[src/rtl/wavelet_dma_streamer_if.sv]
// Byte-wide CPU-bus port of the wavelet accelerator, seen from its bus master (master)
// and from the accelerator side (slave).
interface wavelet_dma_streamer_if #(
    parameter int unsigned ADDR_BUS_WIDTH = 32
);
    logic [ADDR_BUS_WIDTH-1:0] bus_addr;
    logic [7:0]                bus_data_out;
    logic                      bus_write_en;
    logic                      bus_read_en;
    logic [7:0]                bus_data_in;
    logic                      bus_data_ready;

    modport master (
        output bus_addr, bus_data_out, bus_write_en, bus_read_en,
        input  bus_data_in, bus_data_ready
    );

    modport slave (
        input  bus_addr, bus_data_out, bus_write_en, bus_read_en,
        output bus_data_in, bus_data_ready
    );
endinterface

[src/rtl/wavelet_dma_streamer.sv]
// Autonomous bus master: configures the wavelet accelerator, streams samples in from a
// source SRAM byte by byte, then polls status and drains results into a destination SRAM.
module wavelet_dma_streamer #(
    parameter int unsigned                  ADDR_BUS_WIDTH    = 32,
    parameter logic [ADDR_BUS_WIDTH-1:0]    BASE_ADDRESS      = 32'h1A100000,
    parameter logic [1:0]                   CONFIG_REG_OFFSET = 2'b00,
    parameter logic [1:0]                   INPUT_REG_OFFSET  = 2'b01,
    parameter logic [1:0]                   OUTPUT_REG_OFFSET = 2'b10,
    parameter int unsigned                  SAMPLE_WIDTH      = 32,
    parameter int unsigned                  MEM_ADDR_WIDTH    = 12,
    parameter int unsigned                  STATUS_BIT        = 2,
    parameter int unsigned                  TIMEOUT_CYCLES    = 1024
) (
    input  logic                      clk,
    input  logic                      rst,
    input  logic                      start,
    input  logic [MEM_ADDR_WIDTH-1:0] in_count,
    input  logic [MEM_ADDR_WIDTH-1:0] out_count,
    input  logic [15:0]               cfg_init_word,
    input  logic [15:0]               cfg_go_word,
    output logic                      busy,
    output logic                      done,
    output logic                      error,
    output logic                      src_rd_en,
    output logic [MEM_ADDR_WIDTH-1:0] src_addr,
    input  logic [SAMPLE_WIDTH-1:0]   src_data,
    output logic                      dst_wr_en,
    output logic [MEM_ADDR_WIDTH-1:0] dst_addr,
    output logic [SAMPLE_WIDTH-1:0]   dst_data,
    wavelet_dma_streamer_if.master    bus
);
    localparam int unsigned TW          = $clog2(TIMEOUT_CYCLES + 1);
    localparam logic [TW-1:0] TIMER_LAST = TW'(TIMEOUT_CYCLES - 1);
    localparam logic [1:0]  STATUS_BYTE = 2'(STATUS_BIT / 8);
    localparam int unsigned STATUS_POS  = STATUS_BIT % 8;

    typedef enum logic [3:0] {
        S_IDLE, S_CFG_INIT, S_FETCH, S_FETCH_WAIT, S_IN_WR, S_CFG_GO,
        S_POLL, S_POLL_GAP, S_OUT_RD, S_STORE, S_DONE
    } state_e;

    state_e                    state_q;
    logic [MEM_ADDR_WIDTH-1:0] in_cnt_q, out_cnt_q, in_idx_q, out_idx_q;
    logic [15:0]               init_q, go_q;
    logic [1:0]                byte_q;
    logic [SAMPLE_WIDTH-1:0]   sample_q;
    logic [SAMPLE_WIDTH-9:0]   res_q;
    logic [TW-1:0]             timer_q;
    logic                      status_q, busy_q, done_q, error_q;
    logic                      src_rd_en_q, dst_wr_en_q;
    logic [MEM_ADDR_WIDTH-1:0] src_addr_q, dst_addr_q;
    logic [SAMPLE_WIDTH-1:0]   dst_data_q;
    logic [ADDR_BUS_WIDTH-1:0] bus_addr_q;
    logic [7:0]                bus_data_out_q;
    logic                      bus_write_en_q, bus_read_en_q;

    logic [1:0]                byte_nxt;
    logic [MEM_ADDR_WIDTH:0]   in_idx_nxt, out_idx_nxt;

    assign byte_nxt    = byte_q + 2'd1;
    assign in_idx_nxt  = {1'b0, in_idx_q} + (MEM_ADDR_WIDTH + 1)'(1);
    assign out_idx_nxt = {1'b0, out_idx_q} + (MEM_ADDR_WIDTH + 1)'(1);

    function automatic logic [ADDR_BUS_WIDTH-1:0] reg_addr(input logic [1:0] off,
                                                           input logic [1:0] idx);
        return BASE_ADDRESS + ADDR_BUS_WIDTH'({off, 2'b00}) + ADDR_BUS_WIDTH'(idx);
    endfunction

    // Every strobe is registered and defaults low each cycle; a branch re-asserts it
    // only for the state being entered, so the bus is clean whenever nothing is active.
    always_ff @(posedge clk or negedge rst) begin
        if (!rst) begin
            state_q        <= S_IDLE;
            in_cnt_q       <= '0;
            out_cnt_q      <= '0;
            in_idx_q       <= '0;
            out_idx_q      <= '0;
            init_q         <= '0;
            go_q           <= '0;
            byte_q         <= '0;
            sample_q       <= '0;
            res_q          <= '0;
            timer_q        <= '0;
            status_q       <= 1'b0;
            busy_q         <= 1'b0;
            done_q         <= 1'b0;
            error_q        <= 1'b0;
            src_rd_en_q    <= 1'b0;
            src_addr_q     <= '0;
            dst_wr_en_q    <= 1'b0;
            dst_addr_q     <= '0;
            dst_data_q     <= '0;
            bus_addr_q     <= '0;
            bus_data_out_q <= '0;
            bus_write_en_q <= 1'b0;
            bus_read_en_q  <= 1'b0;
        end else begin
            bus_write_en_q <= 1'b0;
            bus_read_en_q  <= 1'b0;
            bus_addr_q     <= '0;
            bus_data_out_q <= '0;
            src_rd_en_q    <= 1'b0;
            dst_wr_en_q    <= 1'b0;
            done_q         <= 1'b0;
            unique case (state_q)
                S_IDLE: if (start) begin
                    in_cnt_q       <= in_count;
                    out_cnt_q      <= out_count;
                    init_q         <= cfg_init_word;
                    go_q           <= cfg_go_word;
                    in_idx_q       <= '0;
                    out_idx_q      <= '0;
                    byte_q         <= '0;
                    error_q        <= 1'b0;
                    busy_q         <= 1'b1;
                    bus_write_en_q <= 1'b1;
                    bus_addr_q     <= reg_addr(CONFIG_REG_OFFSET, 2'd0);
                    bus_data_out_q <= cfg_init_word[7:0];
                    state_q        <= S_CFG_INIT;
                end
                S_CFG_INIT: if (byte_q == 2'd0) begin
                    byte_q         <= 2'd1;
                    bus_write_en_q <= 1'b1;
                    bus_addr_q     <= reg_addr(CONFIG_REG_OFFSET, 2'd1);
                    bus_data_out_q <= init_q[15:8];
                end else begin
                    byte_q <= '0;
                    if (in_cnt_q == '0) begin
                        bus_write_en_q <= 1'b1;
                        bus_addr_q     <= reg_addr(CONFIG_REG_OFFSET, 2'd0);
                        bus_data_out_q <= go_q[7:0];
                        state_q        <= S_CFG_GO;
                    end else begin
                        src_rd_en_q <= 1'b1;
                        src_addr_q  <= in_idx_q;
                        state_q     <= S_FETCH;
                    end
                end
                S_FETCH: state_q <= S_FETCH_WAIT;
                S_FETCH_WAIT: begin
                    sample_q       <= src_data;
                    byte_q         <= '0;
                    bus_write_en_q <= 1'b1;
                    bus_addr_q     <= reg_addr(INPUT_REG_OFFSET, 2'd0);
                    bus_data_out_q <= src_data[7:0];
                    state_q        <= S_IN_WR;
                end
                S_IN_WR: if (byte_q != 2'd3) begin
                    byte_q         <= byte_nxt;
                    bus_write_en_q <= 1'b1;
                    bus_addr_q     <= reg_addr(INPUT_REG_OFFSET, byte_nxt);
                    bus_data_out_q <= sample_q[{byte_nxt, 3'b000} +: 8];
                end else begin
                    byte_q   <= '0;
                    in_idx_q <= in_idx_nxt[MEM_ADDR_WIDTH-1:0];
                    if (in_idx_nxt < {1'b0, in_cnt_q}) begin
                        src_rd_en_q <= 1'b1;
                        src_addr_q  <= in_idx_nxt[MEM_ADDR_WIDTH-1:0];
                        state_q     <= S_FETCH;
                    end else begin
                        bus_write_en_q <= 1'b1;
                        bus_addr_q     <= reg_addr(CONFIG_REG_OFFSET, 2'd0);
                        bus_data_out_q <= go_q[7:0];
                        state_q        <= S_CFG_GO;
                    end
                end
                S_CFG_GO: if (byte_q == 2'd0) begin
                    byte_q         <= 2'd1;
                    bus_write_en_q <= 1'b1;
                    bus_addr_q     <= reg_addr(CONFIG_REG_OFFSET, 2'd1);
                    bus_data_out_q <= go_q[15:8];
                end else begin
                    byte_q <= '0;
                    if (out_cnt_q == '0) begin
                        done_q  <= 1'b1;
                        busy_q  <= 1'b0;
                        state_q <= S_DONE;
                    end else begin
                        timer_q       <= '0;
                        bus_read_en_q <= 1'b1;
                        bus_addr_q    <= reg_addr(CONFIG_REG_OFFSET, STATUS_BYTE);
                        state_q       <= S_POLL;
                    end
                end
                S_POLL: if (bus.bus_data_ready) begin
                    status_q <= bus.bus_data_in[STATUS_POS];
                    timer_q  <= '0;
                    state_q  <= S_POLL_GAP;
                end else if (timer_q == TIMER_LAST) begin
                    timer_q <= '0;
                    error_q <= 1'b1;
                    busy_q  <= 1'b0;
                    state_q <= S_IDLE;
                end else begin
                    timer_q       <= timer_q + TW'(1);
                    bus_read_en_q <= 1'b1;
                    bus_addr_q    <= reg_addr(CONFIG_REG_OFFSET, STATUS_BYTE);
                end
                S_POLL_GAP: begin
                    timer_q       <= '0;
                    byte_q        <= '0;
                    bus_read_en_q <= 1'b1;
                    if (status_q) begin
                        bus_addr_q <= reg_addr(OUTPUT_REG_OFFSET, 2'd0);
                        state_q    <= S_OUT_RD;
                    end else begin
                        bus_addr_q <= reg_addr(CONFIG_REG_OFFSET, STATUS_BYTE);
                        state_q    <= S_POLL;
                    end
                end
                // Bytes 0..2 shift in from the top; byte 3 completes the word directly.
                S_OUT_RD: if (bus.bus_data_ready) begin
                    timer_q <= '0;
                    res_q   <= {bus.bus_data_in, res_q[SAMPLE_WIDTH-9:8]};
                    if (byte_q == 2'd3) begin
                        byte_q      <= '0;
                        dst_wr_en_q <= 1'b1;
                        dst_addr_q  <= out_idx_q;
                        dst_data_q  <= {bus.bus_data_in, res_q};
                        state_q     <= S_STORE;
                    end else begin
                        byte_q        <= byte_nxt;
                        bus_read_en_q <= 1'b1;
                        bus_addr_q    <= reg_addr(OUTPUT_REG_OFFSET, byte_nxt);
                    end
                end else if (timer_q == TIMER_LAST) begin
                    timer_q <= '0;
                    error_q <= 1'b1;
                    busy_q  <= 1'b0;
                    state_q <= S_IDLE;
                end else begin
                    timer_q       <= timer_q + TW'(1);
                    bus_read_en_q <= 1'b1;
                    bus_addr_q    <= reg_addr(OUTPUT_REG_OFFSET, byte_q);
                end
                S_STORE: begin
                    out_idx_q <= out_idx_nxt[MEM_ADDR_WIDTH-1:0];
                    if (out_idx_nxt < {1'b0, out_cnt_q}) begin
                        timer_q       <= '0;
                        bus_read_en_q <= 1'b1;
                        bus_addr_q    <= reg_addr(CONFIG_REG_OFFSET, STATUS_BYTE);
                        state_q       <= S_POLL;
                    end else begin
                        done_q  <= 1'b1;
                        busy_q  <= 1'b0;
                        state_q <= S_DONE;
                    end
                end
                S_DONE:  state_q <= S_IDLE;
                default: state_q <= S_IDLE;
            endcase
        end
    end

    assign busy             = busy_q;
    assign done             = done_q;
    assign error            = error_q;
    assign src_rd_en        = src_rd_en_q;
    assign src_addr         = src_addr_q;
    assign dst_wr_en        = dst_wr_en_q;
    assign dst_addr         = dst_addr_q;
    assign dst_data         = dst_data_q;
    assign bus.bus_addr     = bus_addr_q;
    assign bus.bus_data_out = bus_data_out_q;
    assign bus.bus_write_en = bus_write_en_q;
    assign bus.bus_read_en  = bus_read_en_q;
endmodule

[src/flat_wrapper.sv]
// flat-port wrapper written by rule: the top's interface ports become plain ports
module wavelet_dma_streamer_flat 
#(
    parameter int unsigned                  ADDR_BUS_WIDTH    = 32,
    parameter logic [ADDR_BUS_WIDTH-1:0]    BASE_ADDRESS      = 32'h1A100000,
    parameter logic [1:0]                   CONFIG_REG_OFFSET = 2'b00,
    parameter logic [1:0]                   INPUT_REG_OFFSET  = 2'b01,
    parameter logic [1:0]                   OUTPUT_REG_OFFSET = 2'b10,
    parameter int unsigned                  SAMPLE_WIDTH      = 32,
    parameter int unsigned                  MEM_ADDR_WIDTH    = 12,
    parameter int unsigned                  STATUS_BIT        = 2,
    parameter int unsigned                  TIMEOUT_CYCLES    = 1024
)
  (clk, rst, start, in_count, out_count, cfg_init_word, cfg_go_word, busy, done, error, src_rd_en, src_addr, src_data, dst_wr_en, dst_addr, dst_data, bus_bus_addr, bus_bus_data_out, bus_bus_write_en, bus_bus_read_en, bus_bus_data_in, bus_bus_data_ready);
  wavelet_dma_streamer_if #(.ADDR_BUS_WIDTH(ADDR_BUS_WIDTH)) bus_i ();
  input  logic clk;
  input  logic rst;
  input  logic start;
  input  logic [MEM_ADDR_WIDTH-1:0] in_count;
  input  logic [MEM_ADDR_WIDTH-1:0] out_count;
  input  logic [15:0] cfg_init_word;
  input  logic [15:0] cfg_go_word;
  output logic busy;
  output logic done;
  output logic error;
  output logic src_rd_en;
  output logic [MEM_ADDR_WIDTH-1:0] src_addr;
  input  logic [SAMPLE_WIDTH-1:0] src_data;
  output logic dst_wr_en;
  output logic [MEM_ADDR_WIDTH-1:0] dst_addr;
  output logic [SAMPLE_WIDTH-1:0] dst_data;
  output wire logic [$bits(bus_i.bus_addr)-1:0] bus_bus_addr;
  output wire logic [$bits(bus_i.bus_data_out)-1:0] bus_bus_data_out;
  output wire logic [$bits(bus_i.bus_write_en)-1:0] bus_bus_write_en;
  output wire logic [$bits(bus_i.bus_read_en)-1:0] bus_bus_read_en;
  input wire logic [$bits(bus_i.bus_data_in)-1:0] bus_bus_data_in;
  input wire logic [$bits(bus_i.bus_data_ready)-1:0] bus_bus_data_ready;
  assign bus_bus_addr = bus_i.bus_addr;
  assign bus_bus_data_out = bus_i.bus_data_out;
  assign bus_bus_write_en = bus_i.bus_write_en;
  assign bus_bus_read_en = bus_i.bus_read_en;
  assign bus_i.bus_data_in = bus_bus_data_in;
  assign bus_i.bus_data_ready = bus_bus_data_ready;
  wavelet_dma_streamer #(.ADDR_BUS_WIDTH(ADDR_BUS_WIDTH), .BASE_ADDRESS(BASE_ADDRESS), .CONFIG_REG_OFFSET(CONFIG_REG_OFFSET), .INPUT_REG_OFFSET(INPUT_REG_OFFSET), .OUTPUT_REG_OFFSET(OUTPUT_REG_OFFSET), .SAMPLE_WIDTH(SAMPLE_WIDTH), .MEM_ADDR_WIDTH(MEM_ADDR_WIDTH), .STATUS_BIT(STATUS_BIT), .TIMEOUT_CYCLES(TIMEOUT_CYCLES)) u_core (.clk(clk), .rst(rst), .start(start), .in_count(in_count), .out_count(out_count), .cfg_init_word(cfg_init_word), .cfg_go_word(cfg_go_word), .busy(busy), .done(done), .error(error), .src_rd_en(src_rd_en), .src_addr(src_addr), .src_data(src_data), .dst_wr_en(dst_wr_en), .dst_addr(dst_addr), .dst_data(dst_data), .bus(bus_i));
endmodule
[config.mk]
export PLATFORM = sky130hd
export DESIGN_NAME = wavelet_dma_streamer_flat
export DESIGN_NICKNAME = d
export VERILOG_FILES = /design/src/rtl/wavelet_dma_streamer_if.sv /design/src/rtl/wavelet_dma_streamer.sv /design/src/flat_wrapper.sv
export SDC_FILE = /design/constraint.sdc
export NUM_CORES = 1
export LEC_CHECK = 0
export CORE_MARGIN = 4
export CORE_UTILIZATION = 42
export CTS_CLUSTER_DIAMETER = 80
export DETAILED_ROUTE_END_ITERATION = 7
export PLACE_DENSITY = 0.67
export SETUP_SLACK_MARGIN = 0.2
export SLEW_MARGIN = 0
export SYNTH_ARGS = -nofsm -noshare
export SYNTH_HDL_FRONTEND = slang
export SYNTH_SLANG_ARGS = --single-unit
[constraint.sdc]
create_clock -name clk -period 8.3 [get_ports clk]
set_input_delay 2.075 -clock clk [delete_from_list [all_inputs] [get_ports clk]]
set_output_delay 2.075 -clock clk [all_outputs]
set_load 0.02 [all_outputs]
# Word-level counts from Yosys, hierarchy flattened
# Index checks and enable logic that the tools add are counted.
# op_classes
add_sub_neg,7
n_mul,0
div,0
order_cmp,2
eq_ne,26
shifts,1
muxes,95
bitwise_logic,0
reduce_logical,26
# op_table
op,n
one-hot mux 32 bit (9 select lines),1
2-to-1 mux 32 bit,7
2-to-1 mux 29 bit,6
adder 29 x 2 -> 30 bit (first input constant),3
2-to-1 mux 12 bit,6
one-hot mux 12 bit (2 select lines),3
2-to-1 mux 11 bit,5
2-to-1 mux 4 bit,12
2-to-1 mux 8 bit,6
one-hot mux 11 bit (4 select lines),1
one-hot mux 4 bit (10 select lines),1
one-hot mux 8 bit (5 select lines),1
2-to-1 mux 1 bit,33
variable part select 32 x 6 -> 8 bit,1
adder 12 x 1 -> 13 bit (second input constant),2
less-than comparator 13 x 12 -> 1 bit,2
logical NOT 12 bit,2
inequality test 2 bit (second input constant),10
equality test 4 x 3 -> 1 bit (second input constant),4
adder 11 x 1 -> 11 bit (second input constant),1
equality test 11 x 10 -> 1 bit (second input constant),1
one-hot mux 1 bit (5 select lines),2
one-hot mux 2 bit (5 select lines),1
AND reduction 5 bit,2
other kinds (21),44
# totals
ff_bits,257
latchBits,0
ramBits,0
mem_bits_ro,0
word_cells,181
mem_count,0

# Logic depth before layout (Yosys ltp)
# depth
depth_word,5
depth_mapped,15
depth_no_buf,12

# Worst setup path after synthesis
# No wires, ideal clock.
# synth_timing
path_type,in2reg
from,input bus_bus_data_ready
to,register u_core.dst_data_q[8] (netlist: u_core.dst_data[8])
arrival_time_ns,3.142
t_required_ns,8.172
setup_slack_ns,5.030
stages,6
path_cell_list,buf_2 -> inv_1 -> nor2_4 -> nand2_4 -> buf_4 -> mux2_1
# synth_via
elab_chain_cells,1
# synth_lines
item,line,text
from (decl),flat_wrapper.sv:37,input wire logic [$bits(bus_i.bus_data_ready)-1:0] bus_bus_data_ready;
AND reduction 3 bit (no line),n/a,
to (signal assigned),wavelet_dma_streamer.sv:219,"dst_data_q <= {bus.bus_data_in, res_q};"
to (decl),wavelet_dma_streamer.sv:52,logic [SAMPLE_WIDTH-1:0] dst_data_q;
# Every way passes these cells.
# A chain may end at the register's enable or synchronous reset.

# Worst setup path in the final report
# layout_timing
from,input bus_bus_data_ready
to,register u_core.state_q[2]
# layout_via
elab_chain_cells,2
# layout_lines
item,line,text
"2-to-1 mux 4 bit, or another cell as far along",wavelet_dma_streamer.sv:212,S_OUT_RD: if (bus.bus_data_ready) begin
one-hot mux 4 bit (10 select lines) / AND reduction 5 bit (equally long branches),n/a,
to (signal assigned),wavelet_dma_streamer.sv:119,state_q <= S_CFG_INIT;
to (signal assigned),wavelet_dma_streamer.sv:208,state_q <= S_POLL;
to (signal assigned),wavelet_dma_streamer.sv:220,state_q <= S_STORE;
to (decl),wavelet_dma_streamer.sv:42,state_e state_q;
# Several ways; a longest one is shown, not always the timed one.

==> flow_metrics.py <==
metrics = {
    "route": {
        "wire_per_inst_um": 16.82,
        "wl_um": 26020,
        "drt_iter0_markers": 568,
        "dr.pass1.iters": 5,
        "viasPerCell": 5.160,
        "dr_wl_met2_um": 11920,
        "wl_met1_um": 11840,
        "drc": 0,
        "vias": 7982,
        "antenna_left": 0,
        "highest_layer": "met5",
        "route.met3.wl_um": 1766,
    },
    "global_routing": {
        "antenna_found_initial": 2,
        "grt_usage_pct": 18.04,
        "grt_pass1_vias": 8138,
        "grt_max_degree": 78,
        "grt_overflow": 0,
        "grt_pass1_wl_um": 42320,
    },
    "yosys": {
        "yosys.cell_types.count": 72,
        "netlist_area_mm2": 0.01087,
        "ys.flop_type": "dfrtp_1",
        "seq_area_frac_synth_pct": 51.13,
        "synthArstFlopShare_pct": 100.0,
        "synthDominantCellAreaShare_pct": 51.13,
        "synth_area_leaders": "dfrtp_1 (51%), nand2_1 (8.4%), mux2_2 (8.2%)",
        "synth_edf_count": 0,
        "ys_ff_latch": 222,
        "syn_avg_cell_area_um2": 10.39,
        "syn_inst": 1046,
        "synth_largest_area_cell": "dfrtp_1",
        "yosysWarnings": 0,
    },
    "setup_path": {
        "path_class": "primary input to flip-flop",
        "cp-end-kind": "flip-flop",
        "worstPathArrival_ps": 4550,
        "start_kind": "primary input",
        "cpLargestDelayFamily": "simple AND/OR/NAND/NOR gates",
        "cp_slowest_cell": "nand3_1",
        "cp.required_ps": 8740,
        "reg2reg_slack_ps": 4630,
        "path_cells": "clkdlybuf4s50_1 > nand3_1 > a21o_1 > a21boi_1 > nor2_1 > a32oi_1",
        "slowest_delay_ps": 860,
        "cp_max_fo": 27,
        "crit_buf_inv": 1,
    },
    "timing": {
        "grt_setup_unrepaired": "false",
        "skew_ps": 21.88,
        "setup-tns-final_ps": 0,
        "setup_violations": 0,
        "worst_pin_slew_ps": 1096,
        "post-route-period-util_pct": 49.49,
        "period_minus_slack_ps": 4107,
        "max_freq_mhz": 243.5,
        "relSlewSlack_pct": 26.62,
        "hold_violations": 0,
        "drv_slew": 0,
    },
    "cells_and_area": {
        "post-route-util_pct": 53.20,
        "fillers": 2265,
        "syn2layout_area_growth_pct": 24.01,
        "final_nets": 1327,
        "fin_area_mm2": 0.01347,
        "layout-drive-gt1-share_pct": 13.16,
    },
    "power": {
        "p_leak_uw": 0.006443,
        "peakVddDrop_v": 0.0001049,
        "p_per_area_mw_per_mm2": 165.1,
    },
    "die": {
        "die_w_um": 168.8,
        "dieHeight_um": 168.8,
        "core-area_mm2": 0.02533,
        "num_rows": 58,
        "start_util_pct": 42.90,
        "die_area_mm2": 0.02851,
        "ios": 203,
    },
    "clock_network": {
        "ctsHoldBuffers": 0,
        "numCtsBuffers": 24,
        "cts_tree": "done",
        "cts_root_buffer": "clkbuf_16",
        "path_clk_slew_ps": 60,
        "cts_setup_buffers": 0,
        "post_cts_resized": 0,
        "clkLatencyLatePin_ps": 530,
        "numClockSinks": 222,
        "cts.path.max_buffers": 3,
        "htreeDepth": 1,
    },
    "status": {
        "outcome": "finished, final reports clean",
    },
    "place": {
        "gp_congestion": 0.8366,
        "hpwl_um": 18240,
        "io_buffers": 178,
        "placed_cell_area_mm2": 0.01270,
    },
    "run": {
        "max-cap-violations": 0,
    },
    "min_path": {
        "holdCritPathClass": "flip-flop to flip-flop",
    },
}
==> cells in the final DEF, fill, tap and decap left out, drive strengths merged, types with 24 or more instances in the layout <==
cell,count
nand3,38
nand2,248
o21ai,56
nor2,43
conb,24
ha,29
inv,35
clkdlybuf4s50,177
dfrtp,222
mux2,88
clkbuf,38
==> metal layers <==
| metal | vias up | track usage [%] |
|---|---|---|
| met5 | - | 0 |
| met4 | 2 | 3.917 |
| met3 | 45 | 4.250 |
| met2 | 253 | 28.36 |
| met1 | 3835 | 25.67 |
| li1 | 3847 | - |
==> metrics by stage <==
step           total power [uW]  instances  setup WS, ps  hold WS [ps]
5_1_grt                    2309       1547          4070         488.6
3_3_place_gp               1218       1502          3651         456.4
4_1_cts                    2257       1546          4225         464.6
3_5_place_dp               1219       1502          3650         461.8
6_report                   2225       1547          4193         472.2
2_1_floorplan              1149       1069          5030         441.8
==> area by class of cell <==
| type | count | area [um2] | share of cell area (%) |
|---|---|---|---|
| well taps | 330 | 412.9 | 3.064 |
| multi-input cells | 731 | 4772 | 35.42 |
| repair buffers | 184 | 1832 | 13.59 |
| clock buffers | 38 | 713.2 | 5.293 |
| diodes | 1 | 2.502 | 0.01857 |
| inverters | 35 | 131.4 | 0.9750 |
| flip-flops and latches | 222 | 5555 | 41.23 |
| clock inverters | 6 | 55.05 | 0.4086 |
==> registers in the layout, indices dropped and copies added (netlist names), 2 cells and up <==
signal,flops
u_core.bus.bus_addr,5
u_core.bus.bus_data_out,8
u_core.byte_q,2
u_core.dst_addr,12
u_core.dst_data,32
u_core.go_q,16
u_core.in_cnt_q,12
u_core.in_idx_q,12
u_core.init_q,8
u_core.out_cnt_q,12
u_core.out_idx_q,12
u_core.res_q,24
u_core.sample_q,32
u_core.src_addr,12
u_core.state_q,4
u_core.timer_q,11
==> synth_stat cells, types with 3 or more instances <==
cell / n
a21o_1: 13
a21oi_1: 18
a22oi_1: 17
a31oi_1: 3
a32o_1: 3
a32oi_1: 3
and3_1: 13
and4_1: 3
buf_2: 25
buf_4: 32
buf_6: 6
clkbuf_1: 17
dfrtp_1: 222
ha_1: 29
inv_1: 34
mux2_2: 79
mux2_4: 8
mux2i_1: 5
mux4_2: 8
nand2_1: 244
nand2_2: 3
nand2b_1: 4
nand3_1: 38
nand4_1: 8
nor2_1: 38
nor2_4: 3
nor2b_1: 6
nor3_1: 6
nor4_1: 6
o211ai_1: 4
o21ai_0: 49
o21ai_1: 6
o22ai_1: 6
o31ai_1: 7
o32ai_1: 3
or2_2: 3
xnor2_1: 15
xor2_1: 15
==> cell families after synthesis <==
group | count (synthesis) | share of synthesized area, %
flops | 222 | 51.13
fa+ha+maj | 29 | 3.339
compound gates | 156 | 9.673
buf+inv | 116 | 5.815
other cells | 1 | 0.03451
xor+xnor | 30 | 2.418
mux | 101 | 11.52
simple gates | 391 | 16.08
==> worst paths after layout <==
check | endpoint | from | depth (start not counted)
min | u_core.res_q[2]$_DFFE_PN0P_ | u_core.res_q[2]$_DFFE_PN0P_ | 2
min in group asynchronous | u_core.dst_addr[8]$_DFFE_PN0P_ | rst | 1
max | u_core.state_q[2]$_DFFE_PN0P_ | bus_bus_data_ready | 6
min reg2reg | u_core.res_q[2]$_DFFE_PN0P_ | u_core.res_q[2]$_DFFE_PN0P_ | 2
max reg2reg | u_core.timer_q[1]$_DFFE_PN0P_ | u_core.out_idx_q[0]$_DFFE_PN0P_ | 12
max in group asynchronous | u_core.state_q[1]$_DFFE_PN0P_ | rst | 2
==> tightest hold or removal path: cells and delay by family (launching register included) <==
kind / cells / cell delay (ps)
flops: 1 / 340
simple gates: 2 / 100
==> report_power, final <==
group	internal [uW]	switching [uW]	total, uW
Sequential	1090	5.90	1100
Combinational	52.0	46.8	98.9
Clock	592	435	1030
Total	1740	488	2230
No activity file was read; power rests on OpenSTA's default activity.
